$ cat src/rtl/uart_mem_dump_tx_pkg.sv
// Shared UART dump definitions: FSM/phase encodings, frame constants, byte select helper.
package uart_mem_dump_tx_pkg;

  localparam int   UART_DATA_BITS       = 8;
  localparam logic UART_IDLE_LEVEL      = 1'b1;
  localparam int   DEFAULT_CLKS_PER_BIT = 868;

  // Nine states including CKSUM, so the encoding needs four bits.
  typedef enum logic [3:0] {
    ST_IDLE     = 4'd0,
    ST_FETCH    = 4'd1,
    ST_WAIT_MEM = 4'd2,
    ST_START    = 4'd3,
    ST_DATA     = 4'd4,
    ST_STOP     = 4'd5,
    ST_NEXT     = 4'd6,
    ST_FINISH   = 4'd7,
    ST_CKSUM    = 4'd8
  } state_e;

  typedef enum logic [1:0] {
    TXP_IDLE  = 2'd0,
    TXP_START = 2'd1,
    TXP_DATA  = 2'd2,
    TXP_STOP  = 2'd3
  } tx_phase_e;

  function automatic logic [7:0] byte_sel(input logic [31:0] w, input logic [1:0] idx);
    return w[8*idx +: 8];
  endfunction

endpackage

$ cat src/rtl/uart_tx_byte.sv
// 8N1 byte serializer: owns the baud counter and shift register.
// A load in the last stop-bit cycle starts the next frame with no idle gap.
module uart_tx_byte
  import uart_mem_dump_tx_pkg::*;
#(
  parameter int CLKS_PER_BIT = DEFAULT_CLKS_PER_BIT
) (
  input  logic       clk,
  input  logic       rst,
  input  logic       load,
  input  logic [7:0] data,
  output logic       tx,
  output logic       byte_done,
  output tx_phase_e  phase
);

  localparam int CW = $clog2(CLKS_PER_BIT);

  logic [CW-1:0] cnt;
  logic [2:0]    bit_idx;
  logic [7:0]    shreg;
  logic          bit_end;

  assign bit_end   = (cnt == CW'(CLKS_PER_BIT - 1));
  assign byte_done = (phase == TXP_STOP) && bit_end;

  always_ff @(posedge clk) begin
    if (!rst) begin
      phase   <= TXP_IDLE;
      cnt     <= '0;
      bit_idx <= '0;
      shreg   <= '0;
      tx      <= UART_IDLE_LEVEL;
    end else if (load) begin
      phase   <= TXP_START;
      cnt     <= '0;
      bit_idx <= '0;
      shreg   <= data;
      tx      <= 1'b0;
    end else begin
      cnt <= bit_end ? '0 : cnt + CW'(1);
      case (phase)
        TXP_IDLE: begin
          cnt <= '0;
          tx  <= UART_IDLE_LEVEL;
        end
        TXP_START: if (bit_end) begin
          phase <= TXP_DATA;
          tx    <= shreg[0];
        end
        TXP_DATA: if (bit_end) begin
          if (bit_idx == 3'(UART_DATA_BITS - 1)) begin
            phase <= TXP_STOP;
            tx    <= 1'b1;
          end else begin
            bit_idx <= bit_idx + 3'd1;
            tx      <= shreg[1];
            shreg   <= shreg >> 1;
          end
        end
        TXP_STOP: if (bit_end) phase <= TXP_IDLE;
        default: phase <= TXP_IDLE;
      endcase
    end
  end

endmodule

$ cat src/rtl/uart_mem_dump_tx.sv
// Memory dump over UART TX: fetches words and sends them LSB byte first as 8N1 frames.
// Define UART_DUMP_CHECKSUM_EN to append an XOR checksum frame after the data.
module uart_mem_dump_tx
  import uart_mem_dump_tx_pkg::*;
#(
  parameter int CLKS_PER_BIT = DEFAULT_CLKS_PER_BIT,
  parameter int ADDR_WIDTH   = 8,
  parameter int CNT_WIDTH    = 9
) (
  input  logic                  clk,
  input  logic                  rst,
  input  logic                  start,
  input  logic [ADDR_WIDTH-1:0] base_addr,
  input  logic [CNT_WIDTH-1:0]  word_count,
  output logic                  mem_rd_en,
  output logic [ADDR_WIDTH-1:0] mem_addr,
  input  logic [31:0]           mem_rdata,
  output logic                  tx,
  output logic                  busy,
  output logic                  done
);

  state_e               state;
  logic [31:0]          word;
  logic [1:0]           byte_idx;
  logic [CNT_WIDTH-1:0] remain;
  logic                 load;
  logic [7:0]           load_data;
  logic                 byte_done;
  tx_phase_e            phase;
  logic                 last_byte;
  logic                 more_words;

  assign last_byte  = (byte_idx == 2'd3);
  assign more_words = (remain > CNT_WIDTH'(1));

`ifdef UART_DUMP_CHECKSUM_EN
  logic [7:0] cksum;
`endif

  // Next-byte loads are issued in the final stop cycle so frames within a word abut.
  always_comb begin
    load      = 1'b0;
    load_data = byte_sel(word, byte_idx + 2'd1);
    case (state)
      ST_WAIT_MEM: begin
        load      = 1'b1;
        load_data = mem_rdata[7:0];
      end
      ST_STOP: load = byte_done && !last_byte;
`ifdef UART_DUMP_CHECKSUM_EN
      ST_IDLE: begin
        load      = start && (word_count == '0);
        load_data = 8'h00;
      end
      ST_NEXT: begin
        load      = last_byte && !more_words;
        load_data = cksum;
      end
`endif
      default: ;
    endcase
  end

`ifdef UART_DUMP_CHECKSUM_EN
  always_ff @(posedge clk) begin
    if (!rst)
      cksum <= '0;
    else if (state == ST_IDLE && start)
      cksum <= '0;
    else if (load && (state == ST_WAIT_MEM || state == ST_STOP))
      cksum <= cksum ^ load_data;
  end
`endif

  always_ff @(posedge clk) begin
    if (!rst) begin
      state     <= ST_IDLE;
      busy      <= 1'b0;
      done      <= 1'b0;
      mem_rd_en <= 1'b0;
      mem_addr  <= '0;
      word      <= '0;
      byte_idx  <= '0;
      remain    <= '0;
    end else begin
      done      <= 1'b0;
      mem_rd_en <= 1'b0;
      case (state)
        ST_IDLE: if (start) begin
          busy <= 1'b1;
          if (word_count != '0) begin
            mem_addr  <= base_addr;
            remain    <= word_count;
            mem_rd_en <= 1'b1;
            state     <= ST_FETCH;
          end
`ifdef UART_DUMP_CHECKSUM_EN
          else state <= ST_CKSUM;
`else
          else begin
            state <= ST_FINISH;
            done  <= 1'b1;
          end
`endif
        end
        ST_FETCH: state <= ST_WAIT_MEM;
        ST_WAIT_MEM: begin
          word     <= mem_rdata;
          byte_idx <= '0;
          state    <= ST_START;
        end
        ST_START: if (phase == TXP_DATA) state <= ST_DATA;
        ST_DATA:  if (phase == TXP_STOP) state <= ST_STOP;
        ST_STOP:  if (byte_done) state <= ST_NEXT;
        ST_NEXT: begin
          if (!last_byte) begin
            byte_idx <= byte_idx + 2'd1;
            state    <= ST_START;
          end else if (more_words) begin
            mem_addr  <= mem_addr + ADDR_WIDTH'(1);
            remain    <= remain - CNT_WIDTH'(1);
            mem_rd_en <= 1'b1;
            state     <= ST_FETCH;
          end else begin
`ifdef UART_DUMP_CHECKSUM_EN
            state <= ST_CKSUM;
`else
            state <= ST_FINISH;
            done  <= 1'b1;
`endif
          end
        end
        ST_CKSUM: if (byte_done) begin
          state <= ST_FINISH;
          done  <= 1'b1;
        end
        ST_FINISH: begin
          busy  <= 1'b0;
          state <= ST_IDLE;
        end
        default: state <= ST_IDLE;
      endcase
    end
  end

  uart_tx_byte #(.CLKS_PER_BIT(CLKS_PER_BIT)) u_tx (
    .clk       (clk),
    .rst       (rst),
    .load      (load),
    .data      (load_data),
    .tx        (tx),
    .byte_done (byte_done),
    .phase     (phase)
  );

endmodule

$ cat config.mk
export PLATFORM = sky130hd
export DESIGN_NAME = uart_mem_dump_tx
export DESIGN_NICKNAME = d
export VERILOG_FILES = /design/src/rtl/uart_mem_dump_tx_pkg.sv /design/src/rtl/uart_tx_byte.sv /design/src/rtl/uart_mem_dump_tx.sv
export SDC_FILE = /design/constraint.sdc
export NUM_CORES = 1
export LEC_CHECK = 0
export ABC_AREA = 1
export CORE_ASPECT_RATIO = 0.7
export CORE_MARGIN = 2
export CORE_UTILIZATION = 49
export DETAILED_ROUTE_END_ITERATION = 8
export GPL_TIMING_DRIVEN = 0
export PLACE_DENSITY = 0.76
export RECOVER_POWER = 50
export SLEW_MARGIN = 15
export SYNTH_ARGS = -nofsm -noshare
export SYNTH_HDL_FRONTEND = slang
export SYNTH_SLANG_ARGS = --single-unit
$ cat constraint.sdc
create_clock -name clk -period 1.6 [get_ports clk]
set_clock_uncertainty 0.15 [all_clocks]
set_input_delay 0.32 -clock clk [delete_from_list [all_inputs] [get_ports clk]]
set_output_delay 0.32 -clock clk [all_outputs]
set_load 0.01 [all_outputs]
==> results by group <==
Synthesis
  – EDFF count, synth: 0
  – Primary FF master, synth: dfxtp_1
  – Syn Area/Cell: about 6.8 sq um
  – Async set-reset flop share out of synthesis: 0%
  – Area share of the largest cell type after synthesis: 38.3%
  – Top post-synthesis cells by count: 137 x nand2_1, 106 x nor2_1, 81 x dfxtp_1
  – Most common cell in the synthesized netlist: nand2_1
  – Synth top area cells: dfxtp_1 38%, nand2_1 12%, nor2_1 9.4%, o21ai_0 6.9%, nand3_1 5.3%
  – Distinct cells, synth: 37
  – Sequential area share after synthesis: 38.3%
  – Syn Inst Count: between 600 and 700
  – Warnings, synthesis: 0
  – #FFs+latches synth: 81
  – Cell taking the most area after synthesis: dfxtp_1
  – Synthesized area: 4230 sq um
  – Post-Syn Nets: slightly below 700

Global route
  – Tot GR Track Use: about a quarter
  – Largest net degree at the start of global routing: 14
  – Initial antenna violation count: 0
  – First-pass GRT wire length: slightly below 20000 microns
  – Vias in the first global route: 4141
  – Gr ovfl total: 0

Critical path
  – R2R Path End: remain[7]$_SDFFE_PN0P_
  – Slowest cell on the critical path: dfxtp_2
  – Crit-path max FO: 7
  – Worst endpoint required time: about 1.7 ns
  – WS Path Type: flop to flop
  – WP data arrival: 1.79 ns
  – CP max stage delay: about 0.36 ns
  – Reg-to-Reg Start: remain[1]$_SDFFE_PN0P_
  – CP dominant cell by count: nand2_2
  – Critical Path Sink Type: flop
  – Setup crit start: remain[1]$_SDFFE_PN0P_
  – Reg2Reg Depth: 10
  – Worst-path cell chain: inv_2, ha_4, nand2_2, nand2_2, nand2_2, nand2_4, nand2_8, buf_6, o211ai_1, a21oi_2
  – Type of origin of the critical path: flop
  – Worst setup endpoint: remain[7]$_SDFFE_PN0P_
  – Reg2reg setup slack: -0.07 ns

Finish
  – Layout cell share with drive strength beyond 1: ~25%
  – Core Util, Final: 71.9%
  – Area grow syn2layout: 43.0%
  – Cell area after layout: 6050 sq um
  – N_diodes: 0
  – Post-Layout Cell Count: roughly 830
  – Nets@finish: 788

Placement
  – GP Congestion: between 0.9 and 1
  – Area after DPL: approximately 5000 sq um
  – Placed insts: 789
  – Number of port buffers: 63
  – Hpwl dp: 8310 microns

Timing
  – Final Hold Fails: 0
  – Worst Tran Pin Value: 0.683 ns
  – Final setup viols: 40
  – Worst setup margin: -0.0691 ns
  – Highest clock rate: 599 MHz
  – Worst slew margin: between 50 and 60%
  – Fin. max-slew vios: 0
  – Final period utilization: 104%
  – RSZ-0062 raised after global routing: true
  – Hold Slack: 0.196 ns
  – Crit path time final: 1.67 ns

Clocking
  – Max Buffers Root-to-Sink: 2
  – Clk pin slew, worst setup/hold paths: approximately 0.060 ns
  – CTS Buf Count: 9
  – Hold-fix buffers, CTS: 0
  – Worst-Skew Late Latency: 0.34 ns
  – CTS HTree Levels: 3
  – CTS tree: yes
  – Clock Root Buffer: clkbuf_16
  – Clk sink count: 81

Run
  – Max cap viols: 0

Route
  – Drt drc: 0
  – Vias/cell: 5.58
  – Routed Antenna Nets: 0
  – Length of the first detailed-routing pass in iterations: 5
  – DR WL/cell: ~16 microns
  – Final WL: 13500 microns
  – DRT iter0 DRCs: 370
  – Routed vias: 4656

Floorplanning
  – Chip Width: 115 microns
  – Die ar.: 9400 sq um
  – Placeable Area: 8410 sq um
  – Initial Utilization: 50.3%
  – Top Ports: 64
  – Die height: between 80 and 90 microns
  – Row cnt: 28

Status
  – Status: finished with violations
  – Failing checks: setup timing

Min path
  – Worst min-delay path class: input pin to flop

Pwr
  – Worst vdd ir: 0.887 mV
  – Power per cell area: 1390 nW/um^2
  – Pleak: 2.59 nW
## registers in the layout, indices dropped and copies added, names as in the netlist
| signal | cells |
|---|---|
| u_tx.bit_idx | 3 |
| u_tx.cnt | 10 |
| state | 3 |
| byte_idx | 2 |
| mem_addr | 8 |
| mem_rd_en | 1 |
| remain | 9 |
| done | 1 |
| busy | 1 |
| word | 32 |
| u_tx.tx | 1 |
| u_tx.shreg | 8 |
| u_tx.phase | 2 |
## through the flow
stage	TNS [ns]	total power, mW	setup slack, ns
6_report	-0.907	8.43	-0.0691
5_1_grt	-5.47	8.87	-0.154
4_1_cts	-0.134	7.75	-0.0370
3_5_place_dp	-25.75	5.29	-0.575
3_3_place_gp	-23.03	5.19	-0.589
2_1_floorplan	0	4.48	0.00318
## area by class of cell
type	count	area (sq um)
clock inverters	5	78.8
clock buffers	11	243
flip-flops and latches	81	1650
plain buffers	25	189
fillers	647	2360
inverters	52	218
well taps	105	131
multi-input cells	462	2640
repair buffers	93	893
## cell families (layout without fill, tap and decap cells)
group           Yosys count  after routing  share of synthesized area [%]
fa+ha+maj                12             12                           3.55
xor+xnor                 11             11                           2.28
compound gates          113            113                           14.1
buf+inv                  78            186                           7.96
flops                    81             81                           38.3
simple gates            323            323                           33.0
mux                       3              3                          0.739
## report_power, final
part	internal (mW)	switching [mW]
sequential	2.48	0.399
clock	1.41	0.843
combinational	1.42	1.88
## routing by layer
layer | track usage [%] | vias up | wire length [microns]
met5 | 0 | - | 0
met4 | 10.0 | 0 | 331
met3 | 5.90 | 34 | 1070
met2 | 41.2 | 245 | 6280
met1 | 36.0 | 2156 | 5840
li1 | - | 2221 | -
## cell usage in the layout, fill, tap and decap left out, types with 9 or more instances in the layout
master,instances
inv_2,9
nand2_1,116
dlygate4sd2_1,13
inv_1,36
dfxtp_2,16
o21ai_1,14
clkbuf_16,10
nor2_2,11
buf_6,12
o21ai_0,43
nand2_2,23
a21oi_1,33
nand3_1,43
nand4_1,10
nor2_1,89
nor2_4,16
buf_4,29
clkdlybuf4s50_1,43
dfxtp_1,62
## how the worst min path moves through the flow
| stage | from | end | slack [ns] | cells after the start |
|---|---|---|---|---|
| 2_1_floorplan | word[30]$_SDFFE_PN0P_ | word[30]$_SDFFE_PN0P_ | 0.27 | 2 |
| 3_3_place_gp | u_tx.cnt[0]$_SDFF_PP0_ | u_tx.cnt[0]$_SDFF_PP0_ | 0.28 | 1 |
| 3_5_place_dp | u_tx.cnt[0]$_SDFF_PP0_ | u_tx.cnt[0]$_SDFF_PP0_ | 0.28 | 1 |
| 4_1_cts | word[28]$_SDFFE_PN0P_ | word[28]$_SDFFE_PN0P_ | 0.31 | 2 |
| 5_1_grt | word_count[3] | remain[3]$_SDFFE_PN0P_ | 0.23 | 3 |
| 6_report | word_count[3] | remain[3]$_SDFFE_PN0P_ | 0.20 | 3 |
## worst max-delay path, delay by kind of cell (launching register included)
| family | cells | cell delay, ns |
|---|---|---|
| simple gates | 5 | 0.43 |
| flops | 1 | 0.36 |
| compound gates | 2 | 0.29 |
| buf+inv | 2 | 0.21 |
| fa+ha+maj | 1 | 0.16 |
## timing repair
item / in CTS / in global routing
endpoints found under the setup margin: 88 / 77
setup buffers: 11 / 15
resized for setup: 90 / 101
gates cloned: 3 / 1
pin swaps: 23 / 35
Note: power is estimated with default switching activity, not from simulation.
